<file path="config.mk">
export PLATFORM = sky130hd
export DESIGN_NAME = mem_issue_queue
export DESIGN_NICKNAME = d
export VERILOG_FILES = /design/src/rtl/mem_issue_queue.sv
export SDC_FILE = /design/constraint.sdc
export NUM_CORES = 1
export LEC_CHECK = 0
export CORE_ASPECT_RATIO = 0.9
export CORE_UTILIZATION = 60
export CTS_CLUSTER_DIAMETER = 80
export DETAILED_ROUTE_END_ITERATION = 10
export MAX_ROUTING_LAYER = met4
export PLACE_DENSITY_LB_ADDON = 0.1
export SYNTH_ARGS = -nofsm -noshare
export SYNTH_HDL_FRONTEND = slang
export SYNTH_SLANG_ARGS = --single-unit
</file>
<file path="constraint.sdc">
create_clock -name clk -period 17.83 [get_ports clk]
set_input_delay 2.6745 -clock clk [delete_from_list [all_inputs] [get_ports clk]]
set_output_delay 2.6745 -clock clk [all_outputs]
set_load 0.05 [all_outputs]
</file>
<file path="src/rtl/mem_issue_queue.sv">
// In-order issue queue for memory micro-ops: tracks source readiness via wakeup
// broadcasts and presents the oldest entry once both operands are ready.
module mem_issue_queue #(
  parameter int unsigned DEPTH     = 8,
  parameter int unsigned PREG_W    = 6,
  parameter int unsigned PAYLOAD_W = 96,
  parameter int unsigned WAKE_N    = 4
) (
  input  logic                       clk,
  input  logic                       rst,
  input  logic                       flush_i,
  input  logic                       dispatch_valid_i,
  output logic                       dispatch_ready_o,
  input  logic [PREG_W-1:0]          dispatch_psrc0_i,
  input  logic [PREG_W-1:0]          dispatch_psrc1_i,
  input  logic                       dispatch_src0_ready_i,
  input  logic                       dispatch_src1_ready_i,
  input  logic [PAYLOAD_W-1:0]       dispatch_payload_i,
  input  logic [WAKE_N-1:0]          wakeup_valid_i,
  input  logic [WAKE_N*PREG_W-1:0]   wakeup_preg_i,
  output logic                       issue_valid_o,
  output logic [PREG_W-1:0]          issue_psrc0_o,
  output logic [PREG_W-1:0]          issue_psrc1_o,
  output logic [PAYLOAD_W-1:0]       issue_payload_o,
  input  logic                       exe_ready_i,
  output logic [$clog2(DEPTH):0]     count_o
);

  localparam int unsigned IdxW = $clog2(DEPTH);
  localparam int unsigned PtrW = IdxW + 1;
  localparam logic [PtrW-1:0] PtrOne = PtrW'(1);

  logic [PtrW-1:0]      head_q, tail_q;
  logic                 valid_q   [DEPTH];
  logic                 rdy0_q    [DEPTH];
  logic                 rdy1_q    [DEPTH];
  logic [PREG_W-1:0]    psrc0_q   [DEPTH];
  logic [PREG_W-1:0]    psrc1_q   [DEPTH];
  logic [PAYLOAD_W-1:0] payload_q [DEPTH];

  logic [IdxW-1:0] head_idx, tail_idx;
  logic            empty, full, enq, deq;
  logic            wake0 [DEPTH];
  logic            wake1 [DEPTH];
  logic            disp_wake0, disp_wake1;

  assign head_idx = head_q[IdxW-1:0];
  assign tail_idx = tail_q[IdxW-1:0];
  assign empty    = (head_q == tail_q);
  assign full     = (head_idx == tail_idx) && (head_q[IdxW] != tail_q[IdxW]);
  assign count_o  = tail_q - head_q;

  assign dispatch_ready_o = ~full;
  assign enq = dispatch_valid_i & dispatch_ready_o;
  assign deq = issue_valid_o & exe_ready_i;

  // Tag match of every entry source (and the incoming op) against all broadcast ports.
  always_comb begin
    disp_wake0 = 1'b0;
    disp_wake1 = 1'b0;
    for (int i = 0; i < DEPTH; i++) begin
      wake0[i] = 1'b0;
      wake1[i] = 1'b0;
    end
    for (int k = 0; k < WAKE_N; k++) begin
      if (wakeup_valid_i[k]) begin
        if (wakeup_preg_i[k*PREG_W +: PREG_W] == dispatch_psrc0_i) disp_wake0 = 1'b1;
        if (wakeup_preg_i[k*PREG_W +: PREG_W] == dispatch_psrc1_i) disp_wake1 = 1'b1;
        for (int i = 0; i < DEPTH; i++) begin
          if (wakeup_preg_i[k*PREG_W +: PREG_W] == psrc0_q[i]) wake0[i] = 1'b1;
          if (wakeup_preg_i[k*PREG_W +: PREG_W] == psrc1_q[i]) wake1[i] = 1'b1;
        end
      end
    end
  end

  always_ff @(posedge clk) begin
    if (rst || flush_i) begin
      head_q <= '0;
      tail_q <= '0;
      for (int i = 0; i < DEPTH; i++) begin
        valid_q[i] <= 1'b0;
        rdy0_q[i]  <= 1'b0;
        rdy1_q[i]  <= 1'b0;
      end
    end else begin
      for (int i = 0; i < DEPTH; i++) begin
        if (valid_q[i] && wake0[i]) rdy0_q[i] <= 1'b1;
        if (valid_q[i] && wake1[i]) rdy1_q[i] <= 1'b1;
      end
      if (deq) begin
        valid_q[head_idx] <= 1'b0;
        head_q            <= head_q + PtrOne;
      end
      // No full-plus-dequeue bypass, so the tail slot never aliases the head being freed.
      if (enq) begin
        valid_q[tail_idx]   <= 1'b1;
        psrc0_q[tail_idx]   <= dispatch_psrc0_i;
        psrc1_q[tail_idx]   <= dispatch_psrc1_i;
        rdy0_q[tail_idx]    <= dispatch_src0_ready_i | disp_wake0;
        rdy1_q[tail_idx]    <= dispatch_src1_ready_i | disp_wake1;
        payload_q[tail_idx] <= dispatch_payload_i;
        tail_q              <= tail_q + PtrOne;
      end
    end
  end

  always_comb begin
    issue_valid_o   = ~empty & valid_q[head_idx] & rdy0_q[head_idx] & rdy1_q[head_idx];
    issue_psrc0_o   = '0;
    issue_psrc1_o   = '0;
    issue_payload_o = '0;
    if (issue_valid_o) begin
      issue_psrc0_o   = psrc0_q[head_idx];
      issue_psrc1_o   = psrc1_q[head_idx];
      issue_payload_o = payload_q[head_idx];
    end
  end

endmodule

</file>
# After elaboration in Yosys (flattened, before gate mapping)
# Memory sizes are Yosys's and may differ from the RTL's. A register that Yosys moved wholly into a read port is not among the register bits.
# Index checks and enable logic that the tools add are counted.
op_classes:
  addsub: 3
  n_eq_ne: 75
  muxes: 181
  n_bitwise: 25
  reduce_logical: 20
ops:
  columns: ["operator", "count"]
  rows:
  - ["$eq 6x6->1", 72]
  - ["$mux 1", 156]
  - ["$mux 96", 1]
  - ["$mux 8", 8]
  - ["$mux 3", 14]
  - ["$or 1x1->1", 18]
  - ["$logic_and 1x1->1", 17]
  - ["$mux 6", 2]
  - ["$add 4x1->4 const B", 2]
  - ["$and 1x1->1", 5]
  - ["$eq 4x4->1", 1]
  - ["$sub 4x4->4", 1]
  - ["$eq 3x3->1", 1]
  - ["$not 1->1", 2]
  - ["$reduce_or 1->1", 2]
  - ["$logic_or 1x1->1", 1]
  - ["$ne 1x1->1", 1]
totals:
  reg_bits: 8
  ramBits: 888
  input_bits: 143
  out_inout_bits: 114
  mem_count: 6
mem_list:
  columns: ["name", "depth", "width", "rd", "rd_clocked_by_memory_dff", "wr", "line", "rtl"]
  rows:
  - ["payload_q", 8, 96, 1, 1, 1, "39", "logic [PAYLOAD_W-1:0] payload_q [DEPTH];"]
  - ["psrc0_q", 8, 6, 9, 1, 1, "37", "logic [PREG_W-1:0] psrc0_q [DEPTH];"]
  - ["psrc1_q", 8, 6, 9, 1, 1, "38", "logic [PREG_W-1:0] psrc1_q [DEPTH];"]
  - ["rdy0_q", 8, 1, 1, 1, 9, "35", "logic rdy0_q [DEPTH];"]
  - ["rdy1_q", 8, 1, 1, 1, 9, "36", "logic rdy1_q [DEPTH];"]
  - ["valid_q", 8, 1, 9, 1, 8, "34", "logic valid_q [DEPTH];"]

# Longest topological paths before layout
logic_depth:
  ltp_word: 14
  ltp_mapped: 11
  ltp_nobuf: 10

# Least setup slack after synthesis
# OpenSTA, ideal clock, no wires.
synth_timing:
  path_type: "in2reg"
  startpoint: "in flush_i"
  endpoint: "reg tail_q[3]"
  setup_ps: 91
  arrival_ps: 8316
  required_time_ps: 17739
  setup_slack_ps: 9422
  cell_stages: 4
  path_buffers: 0
  cell_sequence: "nor2_1 nand2_1 nor2_1 mux2_2"
synth_between:
  elab_chain_cells: 1
synth_rtl:
  columns: ["item", "line", "rtl"]
  rows:
  - ["from (decl)", "11", "input logic flush_i,"]
  - ["$logic_or 1x1->1", "78", "if (rst || flush_i) begin"]
  - ["to (signal assigned)", "103", "tail_q <= tail_q + PtrOne;"]
  - ["to (decl)", "33", "logic [PtrW-1:0] head_q, tail_q;"]
# No other way between the ends.
# A chain may end at the register's enable or synchronous reset.

==> run metrics <==
Num CTS Buffers 90; Critical Path Sink Type output pin; Row Count 89; initial DRC count 2362; initial antenna violation count 6; pre-CTS setup slack 10.01 ns; Seq/Total Area, Yosys 0.666; failing checks design-rule violations; clock slew at reported path FFs 0.06 ns; final hold violations 0; post-layout min period 8.27 ns; Slowest cell on crit path buf_4; drt first pass iters 10; WL per Instance 28.4 um; CP max stage delay 0.92 ns; Clock Tree Buf Depth 3; dpl hpwl 54300 um; die area 0.0679 sq mm; Die Span Y 247 um; critical path arrival 5.60 ns; drt drc 8; routability cong. 0.903; highest clock rate 0.121 GHz; Slew Limit Fails 0; Cell variety after synth 46; Post-synth top flop edfxtp_1; Syn-to-layout area delta 13.9%; Post-CTS Hold Buffers 0; Nets 2611; Avg Synthesized Cell Area 17.3 sq um; die width 275 um; H-tree levels 3; Overflow after GRT 0; Post-synth EDFFs 870; IO Count 257; clock sink count 899; share of layout cells above drive strength 1 0.165; Port Buf Inserts 256; # resized after CTS 0; CTS tree done; final period utilization 0.464; Pwr Density 96.5 mW/mm^2; most frequent CP cell buf_4; vias per cell 6.42; Hold WC Path Type flip-flop to flip-flop; DP Cell Count 3234; peak supply drop 0.0000902 V; largest net degree at the start of global routing 170; Crit Path Category flip-flop to output pin; RSZ-0062 raised after global routing no; Initial Util 0.609; clk_lat worst skew 0.64 ns; Post CTS Setup Buffer Count 0; Slew @ Worst Pin 1.27 ns; final setup fails 0; post-synthesis cell count 2319; kind of cell adding the most delay to the critical path buffers and inverters; Slew HR 0.154; crit path cell chain buf_4, buf_12, buf_4, mux4_2, mux2i_1, nor2_1, clkdlybuf4s50_1; Fin Setup TNS 0 ns; root buf cell clkbuf_16; Syn. warnings 0; vias in the first global route 22200; most frequent cells in the layout edfxtp_1, clkdlybuf4s50_1, xor2_1; most common cell after layout, fill and taps aside edfxtp_1; Leak Pwr 14.0 nW; Max-Cap Viols 0; Req. time, crit path 15.16 ns; worst-path maximum fanout 113; post-route setup slack 9.56 ns; Tot GR Track Use 0.299; Synth Net Count 2468; status finished, violations left; asr flop ratio synth 0; WL final 96800 um; Worst Setup Start Kind flip-flop; first-pass GRT wire length 143000 um; #FFs+latches synth 899; Non-Filler Instances 3406; Synth Cell Area 0.0401 sq mm; final clock skew 0.0252 ns; DR vias 21900; antenna viol nets, final 0; core box area 0.0658 sq mm; Critical path buffers and inverters 4
==> sequential cells by signal, summed over array words and instances, names as in the netlist, named ones only <==
signal,flops
tail_q,4
valid_q,8
payload_q,768
psrc1_q,48
rdy1_q,8
psrc0_q,48
rdy0_q,8
head_q,4
==> final cells by class <==
cell class / count / area (sq um)
Multi-Input combinational cell: 1171 / 12100
Clock inverter: 49 / 544
Clock buffer: 117 / 2430
Fill cell: 4139 / 20200
Tap cell: 864 / 1080
Inverter: 14 / 67.6
Antenna cell: 6 / 15.0
Sequential cell: 899 / 26700
Timing Repair Buffer: 286 / 2690
==> synth_stat cells (3+ instances only) <==
cell	n	share of area
a21oi_1	12	0.0015
buf_1	28	0.0026
buf_2	76	0.0095
buf_4	38	0.0071
buf_6	14	0.0039
clkbuf_1	58	0.0054
clkbuf_2	21	0.0026
dfxtp_1	29	0.014
edfxtp_1	870	0.65
ha_1	5	0.0016
inv_1	14	0.0013
mux2i_1	108	0.027
mux4_2	216	0.12
nand2_1	25	0.0023
nand2b_1	4	0.00062
nand3_1	12	0.0015
nand4_1	77	0.012
nand4b_1	6	0.0013
nor2_1	127	0.012
nor3_1	3	0.00037
nor4_1	65	0.010
o21ai_0	8	0.0010
o22ai_1	10	0.0016
o31ai_1	3	0.00056
o41ai_1	8	0.0017
or2_1	4	0.00062
or4_1	11	0.0021
xnor2_1	217	0.047
xor2_1	223	0.049
==> power breakdown <==
group | total [W] | switching [W] | leakage [nW] | internal [W]
Sequential | 0.00233 | 0.00000526 | 8.08 | 0.00233
Clock | 0.00189 | 0.000794 | 1.45 | 0.00110
Combinational | 0.000184 | 0.000115 | 4.43 | 0.0000692
==> cells by family (layout without fill, tap and decap cells) <==
logic type | Yosys count | in the layout | share of synthesized area
flip-flops | 899 | 899 | 0.666
XOR/XNOR | 440 | 440 | 0.0961
AND/OR/NAND/NOR | 348 | 348 | 0.0461
multiplexers | 325 | 325 | 0.149
buffers and inverters | 249 | 466 | 0.0325
AO/OA/AOI/OAI | 52 | 52 | 0.00867
adder cells (fa/ha/maj) | 6 | 6 | 0.00206
other | 0 | 6 | 0
==> tightest hold or removal path, cell delays in order, from the launching register on <==
cell and delay, ns:
dfxtp_1 0.33, a21oi_1 0.04, o22ai_1 0.10
==> stage by stage <==
| step | hold slack, ns | area, sq um | total power, W | util |
|---|---|---|---|---|
| 3_5_place_dp | 0.499 | 42700 | 0.00256 | 0.648 |
| 3_3_place_gp | 0.480 | 42700 | 0.00255 | 0.648 |
| 6_report | 0.516 | 45700 | 0.00441 | 0.694 |
| 5_1_grt | 0.531 | 45700 | 0.00452 | 0.694 |
| 4_1_cts | 0.512 | 45600 | 0.00443 | 0.693 |
| 2_1_floorplan | 0.463 | 40100 | 0.00247 | - |
==> layer usage <==
layer,GRT usage,up-vias,routed length [um]
li1,-,9218,-
met1,0.410,11300,38700
met2,0.457,1127,46600
met3,0.0533,238,8410
met4,0.0982,0,3030
met5,-,-,0
==> worst paths after layout <==
| kind | startpoint | endpoint | slack (ns) | cells after the start |
|---|---|---|---|---|
| max | flip-flop | issue_payload_o[53] | 9.56 | 7 |
| min | rdy1_q[3] | rdy1_q[3] | 0.52 | 2 |
| max reg2reg | tail_q[0] | payload_q[0][64] | 13.56 | 9 |
| min reg2reg | rdy1_q[3] | rdy1_q[3] | 0.52 | 2 |
No activity file was read; power rests on OpenSTA's default activity.
